==> config.mk <==
export PLATFORM = sky130hd
export DESIGN_NAME = equiv_check_sequencer
export DESIGN_NICKNAME = d
export VERILOG_FILES = /design/src/rtl/equiv_check_pkg.sv /design/src/rtl/eqchk_lfsr.sv /design/src/rtl/equiv_check_sequencer.sv
export SDC_FILE = /design/constraint.sdc
export NUM_CORES = 1
export LEC_CHECK = 0
export CAP_MARGIN = 20
export CORE_UTILIZATION = 48
export DETAILED_ROUTE_END_ITERATION = 12
export PLACE_DENSITY = 0.81
export RECOVER_POWER = 100
export REMOVE_ABC_BUFFERS = 1
export SLEW_MARGIN = 20
export SYNTH_ARGS = -nofsm -noshare
export SYNTH_HDL_FRONTEND = slang
export SYNTH_SLANG_ARGS = --single-unit
==> constraint.sdc <==
create_clock -name clk -period 2.89 [get_ports clk]
set_input_delay 0.289 -clock clk [delete_from_list [all_inputs] [get_ports clk]]
set_output_delay 0.289 -clock clk [all_outputs]
set_load 0.01 [all_outputs]
==> src/rtl/equiv_check_pkg.sv <==
// Shared FSM state type and LFSR step function for the equivalence-check sequencer.
package equiv_check_pkg;

  typedef enum logic [1:0] {
    IDLE  = 2'd0,
    RESET = 2'd1,
    RUN   = 2'd2,
    DONE  = 2'd3
  } eqchk_state_t;

  // x^32 + x^22 + x^2 + x + 1, Galois form, shifting right
  localparam logic [31:0] LFSR_TAPS = 32'h8020_0003;

  function automatic logic [31:0] lfsr_next(input logic [31:0] cur);
    lfsr_next = (cur >> 1) ^ (cur[0] ? LFSR_TAPS : 32'h0000_0000);
  endfunction

endpackage

==> src/rtl/eqchk_lfsr.sv <==
// 32-bit Galois LFSR holding the next stimulus vector; load restarts at the seed.
module eqchk_lfsr
  import equiv_check_pkg::*;
#(
  parameter logic [31:0] SEED = 32'hACE1_2468
) (
  input  logic        clk,
  input  logic        rst,
  input  logic        load,
  input  logic        advance,
  output logic [31:0] value
);

  // An all-zero seed would lock the LFSR, so it is replaced by 1.
  localparam logic [31:0] START = (SEED == 32'h0000_0000) ? 32'h0000_0001 : SEED;

  // Sequence register: seed on reset/load, one step per advance.
  always_ff @(posedge clk or negedge rst) begin
    if (!rst) begin
      value <= START;
    end else if (load) begin
      value <= START;
    end else if (advance) begin
      value <= lfsr_next(value);
    end else begin
      value <= value;
    end
  end

endmodule

==> src/rtl/equiv_check_sequencer.sv <==
// Equivalence-check controller: resets both DUTs, drives LFSR vectors, counts response mismatches.
// Optional first-mismatch capture ports are added when EQCHK_FIRST_FAIL_CAPTURE_EN is defined.
module equiv_check_sequencer
  import equiv_check_pkg::*;
#(
  parameter int          DATA_W        = 32,
  parameter int          NUM_VECTORS   = 1000,
  parameter int          RESET_CYCLES  = 2,
  parameter int          SETTLE_CYCLES = 2,
  parameter logic [31:0] LFSR_SEED     = 32'hACE1_2468,
  parameter int          CNT_W         = 16
) (
  input  logic              clk,
  input  logic              rst,
  input  logic              start,
  output logic              dut_rst,
  output logic [DATA_W-1:0] stim,
  input  logic [DATA_W-1:0] golden_out,
  input  logic [DATA_W-1:0] netlist_out,
  output logic              busy,
  output logic              done,
  output logic              pass,
  output logic [CNT_W-1:0]  vec_cnt,
  output logic [CNT_W-1:0]  mismatch_cnt
`ifdef EQCHK_FIRST_FAIL_CAPTURE_EN
  ,
  output logic              first_fail_valid,
  output logic [CNT_W-1:0]  first_fail_idx,
  output logic [DATA_W-1:0] first_fail_golden,
  output logic [DATA_W-1:0] first_fail_netlist
`endif
);

  if (DATA_W != 32) begin : g_bad_data_w
    $error("equiv_check_sequencer: DATA_W must be 32");
  end
  if (RESET_CYCLES < 1 || SETTLE_CYCLES < 1) begin : g_bad_cycles
    $error("equiv_check_sequencer: RESET_CYCLES and SETTLE_CYCLES must be >= 1");
  end
  if (NUM_VECTORS < 0 || longint'(NUM_VECTORS) > ((64'd1 << CNT_W) - 64'd1)) begin : g_bad_cnt_w
    $error("equiv_check_sequencer: CNT_W cannot hold NUM_VECTORS");
  end

  localparam int WAIT_MAX = (RESET_CYCLES > SETTLE_CYCLES) ? RESET_CYCLES : SETTLE_CYCLES;
  localparam int WAIT_W   = (WAIT_MAX > 1) ? $clog2(WAIT_MAX) : 1;
  localparam logic [WAIT_W-1:0] RESET_LOAD  = WAIT_W'(RESET_CYCLES - 1);
  localparam logic [WAIT_W-1:0] SETTLE_LOAD = WAIT_W'(SETTLE_CYCLES - 1);
  localparam logic [CNT_W-1:0]  LAST_VEC    = CNT_W'(NUM_VECTORS - 1);
  localparam logic [CNT_W-1:0]  CNT_ONE     = CNT_W'(1);

  eqchk_state_t      state, next_state;
  logic [WAIT_W-1:0] wait_cnt;
  logic [31:0]       lfsr_value;
  logic              start_run, launch, compare, count_vec, finish;
  logic              mismatch;
  logic [CNT_W-1:0]  mismatch_cnt_next;

  eqchk_lfsr #(.SEED(LFSR_SEED)) u_lfsr (
    .clk     (clk),
    .rst     (rst),
    .load    (start_run),
    .advance (launch),
    .value   (lfsr_value)
  );

  assign mismatch = (golden_out != netlist_out);

  // State register.
  always_ff @(posedge clk or negedge rst) begin
    if (!rst) begin
      state <= IDLE;
    end else begin
      state <= next_state;
    end
  end

  // Next state plus the per-edge strobes that steer the datapath.
  always_comb begin
    next_state = state;
    start_run  = 1'b0;
    launch     = 1'b0;
    compare    = 1'b0;
    count_vec  = 1'b0;
    finish     = 1'b0;
    case (state)
      IDLE, DONE: begin
        if (start) begin
          next_state = RESET;
          start_run  = 1'b1;
        end else begin
          next_state = state;
        end
      end
      RESET: begin
        if (wait_cnt == '0) begin
          compare = 1'b1;
          if (NUM_VECTORS == 0) begin
            next_state = DONE;
            finish     = 1'b1;
          end else begin
            next_state = RUN;
            launch     = 1'b1;
          end
        end else begin
          next_state = state;
        end
      end
      RUN: begin
        if (wait_cnt == '0) begin
          compare   = 1'b1;
          count_vec = 1'b1;
          if (vec_cnt == LAST_VEC) begin
            next_state = DONE;
            finish     = 1'b1;
          end else begin
            launch = 1'b1;
          end
        end else begin
          next_state = state;
        end
      end
      default: begin
        next_state = IDLE;
      end
    endcase
  end

  // Saturating mismatch count including this edge's compare.
  always_comb begin
    mismatch_cnt_next = mismatch_cnt;
    if (compare && mismatch && !(&mismatch_cnt)) begin
      mismatch_cnt_next = mismatch_cnt + CNT_ONE;
    end else begin
      mismatch_cnt_next = mismatch_cnt;
    end
  end

  // Datapath and status registers.
  always_ff @(posedge clk or negedge rst) begin
    if (!rst) begin
      dut_rst      <= 1'b1;
      stim         <= '0;
      busy         <= 1'b0;
      done         <= 1'b0;
      pass         <= 1'b0;
      vec_cnt      <= '0;
      mismatch_cnt <= '0;
      wait_cnt     <= '0;
    end else if (start_run) begin
      dut_rst      <= 1'b1;
      stim         <= '0;
      busy         <= 1'b1;
      done         <= 1'b0;
      pass         <= 1'b0;
      vec_cnt      <= '0;
      mismatch_cnt <= '0;
      wait_cnt     <= RESET_LOAD;
    end else begin
      mismatch_cnt <= mismatch_cnt_next;
      if (count_vec) begin
        vec_cnt <= vec_cnt + CNT_ONE;
      end
      if (launch) begin
        dut_rst  <= 1'b0;
        stim     <= lfsr_value;
        wait_cnt <= SETTLE_LOAD;
      end else if (wait_cnt != '0) begin
        wait_cnt <= wait_cnt - WAIT_W'(1);
      end
      if (finish) begin
        busy <= 1'b0;
        done <= 1'b1;
        pass <= (mismatch_cnt_next == '0);
      end
    end
  end

`ifdef EQCHK_FIRST_FAIL_CAPTURE_EN
  // First mismatch of the run; the reset compare is reported as index all-ones.
  always_ff @(posedge clk or negedge rst) begin
    if (!rst) begin
      first_fail_valid   <= 1'b0;
      first_fail_idx     <= '0;
      first_fail_golden  <= '0;
      first_fail_netlist <= '0;
    end else if (start_run) begin
      first_fail_valid   <= 1'b0;
      first_fail_idx     <= '0;
      first_fail_golden  <= '0;
      first_fail_netlist <= '0;
    end else if (compare && mismatch && !first_fail_valid) begin
      first_fail_valid   <= 1'b1;
      first_fail_idx     <= (state == RESET) ? '1 : vec_cnt;
      first_fail_golden  <= golden_out;
      first_fail_netlist <= netlist_out;
    end
  end
`endif

endmodule

==> key figures <==
Status
  – Violated checks: capacitance limit, slew limit
  – Status: finished with violations

Power
  – Power Total: 4.584 mW
  – Power per cell area: 761.8 nW/um2
  – Leak pwr: 2.700 nW
  – IR drop worst, VDD: 0.5406 mV

Worst setup path
  – Startpoint class of the critical path: flop
  – Setup crit end kind: flop
  – Worst Path Arrival: 2.91 ns
  – Worst Path Required: 3.16 ns
  – CP Max Fanout: 11
  – Crit path kind: reg -> reg

Floorplanning
  – # rows: 35
  – Chip width: 99.10 um
  – Core box area: 9196 um2
  – Io pins: 135
  – Die ar.: 9821 um2
  – Die Y: 99.10 um
  – Initial Utilization: 49.21%

STA
  – Fin. Hold Viols: 0
  – Clock Skews: 0.01264 ns
  – Final worst path period share: 91.22%
  – Achievable Freq: 0.3793 GHz
  – Slew Limit Fails: 87
  – RSZ-0062 raised after global routing: no
  – Smallest hold slack: 0.4768 ns
  – PnR worst setup slack: 0.2539 ns
  – Final setup viols: 0
  – Slew @ Worst Pin: 2.096 ns
  – Max transition margin: -39.74%
  – Final worst path period need: 2.636 ns

Clock tree
  – CTS H-Tree Depth: 3
  – CTS resizes: 0
  – CTS Root Cell: clkbuf_8
  – CTS tree: yes
  – Clk_lat worst skew: 0.36 ns
  – Setup bufs post-CTS: 0
  – Worst-path clk slew: 0.09 ns
  – Inserted Clock Buffers: 9
  – CTS Hold Bufs: 0
  – Clk sinks: 86
  – Buffer depth of the longest clock path: 2

Drt
  – DR vias: 3707
  – Vias/cell: 5.251
  – Routed wire length: 10.28 mm
  – Wirelength per Cell: 14.56 um
  – DRC Markers: 0
  – Initial DRC count: 141
  – Initial DRT Pass Iterations: 4
  – Antenna Nets Post-Route: 0

Layout
  – Post-layout util: 65.43%
  – Antenna cells: 0
  – Final net count: 661
  – P&R area growth vs syn: 32.96%
  – Ratio of cells with drive above 1 in the final layout: 8.739%

Yosys
  – Synth Register Bits: 86
  – Yosys cell types: 53
  – Sequential share of the synthesized area: 47.94%
  – Synth top area share: 39.81%
  – Syn Std Cell Area: 4526 um2
  – Top FF cell, synth: dfrtp_1
  – Top cells by area, synth: dfrtp_1 (40%), xnor2_1 (8.7%), dfstp_2 (8.1%)
  – EDFF count, synth: 0
  – Asr flop ratio synth: 100.0%
  – Mean Syn Cell Area: 9.488 um2
  – Synth Instances: 477
  – Yosys warning count: 0
  – Most area-hungry cell type in the Yosys netlist: dfrtp_1

Global route
  – Largest net degree at the start of global routing: 87
  – First-pass GRT wire length: 17.45 mm
  – GRT overflow: 0
  – Initial antenna violation count: 0
  – Vias in the first global route: 3690
  – Gr usage total: 22.20%

Place
  – DP Worst Slack: 0.2721 ns
  – PortBufs: 134
  – HPWL Detailed: 7.343 mm
  – RD Place Congestion: 0.8816

Hold path
  – Worst hold path type: reg -> reg

Run
  – Max-Cap Viols: 1
cells in the mapped netlist, types with 6 or more instances:
cell type / instances
a21oi_1: 20
and3_1: 7
buf_2: 6
buf_4: 17
clkbuf_1: 14
dfrtp_1: 72
dfstp_2: 14
inv_1: 9
nand2_1: 84
nand3_1: 14
nand4_1: 18
nor2_1: 46
o21ai_1: 29
xnor2_1: 45
xor2_1: 19
state kept, by name (all words and copies together) (netlist names):
signal	count
dut_rst	1
wait_cnt	1
state	2
vec_cnt	16
busy	1
pass	1
mismatch_cnt	16
stim	31
done	1
u_lfsr.value	16
final timing paths:
check	from	slack, ns	cells after the start	end
worst max-delay path	mismatch_cnt[0]$_DFF_PN0_	0.25	8	pass$_DFFE_PN0P_
worst min-delay path	u_lfsr.value[27]$_DFFE_PN1P_	0.48	2	u_lfsr.value[26]$_DFFE_PN1P_
worst max register to register	mismatch_cnt[0]$_DFF_PN0_	0.25	8	pass$_DFFE_PN0P_
worst min register to register	u_lfsr.value[27]$_DFFE_PN1P_	0.48	2	u_lfsr.value[26]$_DFFE_PN1P_
max in group asynchronous	rst	1.13	1	stim[2]$_DFFE_PN0P_
min in group asynchronous	rst	0.49	1	mismatch_cnt[7]$_DFF_PN0_
cell type report:
class | instances | area (um2)
clock buffer | 9 | 123.9
sequential | 86 | 2170
tap | 111 | 138.9
inverter | 10 | 37.54
timing repair buffer | 140 | 1385
fill | 754 | 3179
clock inverter | 7 | 88.84
multi-input combinational | 343 | 2073
critical path, cell delays in order, from the launching register on:
cell	delay (ns)
dfrtp_1	0.50
ha_1	0.33
nand2_1	0.22
nor3_2	0.40
nand3_1	0.23
and2_4	0.24
a211o_1	0.25
and3_1	0.15
o31ai_1	0.23
per-stage QoR:
| step | TNS [ns] | cell area, um2 | instances |
|---|---|---|---|
| detailed placement | 0 | 5846 | 690 |
| global route | 0 | 6017 | 706 |
| global placement | 0 | 5846 | 690 |
| finish | 0 | 6017 | 706 |
| CTS | 0 | 6058 | 706 |
| floorplan | -79.91 | 4304 | 439 |
power breakdown:
part / internal, mW / switching [mW] / total, mW / leakage, nW
clock network: 0.419 / 0.468 / 0.887 / 0.104
logic: 0.781 / 1.10 / 1.88 / 1.48
registers: 1.58 / 0.232 / 1.82 / 1.12
per-layer routing:
layer / vias up / part of all wire [%] / global-route usage [%]
met4: 0 / 1.4 / 6.109
li1: 1815 / - / -
met1: 1786 / 43 / 28.56
met3: 14 / 4.5 / 5.552
met2: 92 / 51 / 37.55
met5: - / 0 / 0
logic make-up after synthesis:
| kind of cell | after synthesis | synth area share, % |
|---|---|---|
| buf+inv | 48 | 5.723 |
| fa+ha+maj | 4 | 1.106 |
| simple gates | 204 | 23.25 |
| mux | 4 | 0.8847 |
| xor+xnor | 64 | 12.39 |
| compound gates | 67 | 8.709 |
| flops | 86 | 47.94 |
placed cells by master (no fill, tap or decap), drive strengths merged, types with 8 or more instances in the layout:
cell            n
nand3          14
clkbuf         13
clkdlybuf4s50  65
nor2           46
dfstp          14
a21oi          20
nand2          85
dfrtp          72
inv            14
o21ai          31
nand4          20
xnor2          45
xor2           19
and3            8
dlygate4sd3    68
No activity file was read; power rests on OpenSTA's default activity.
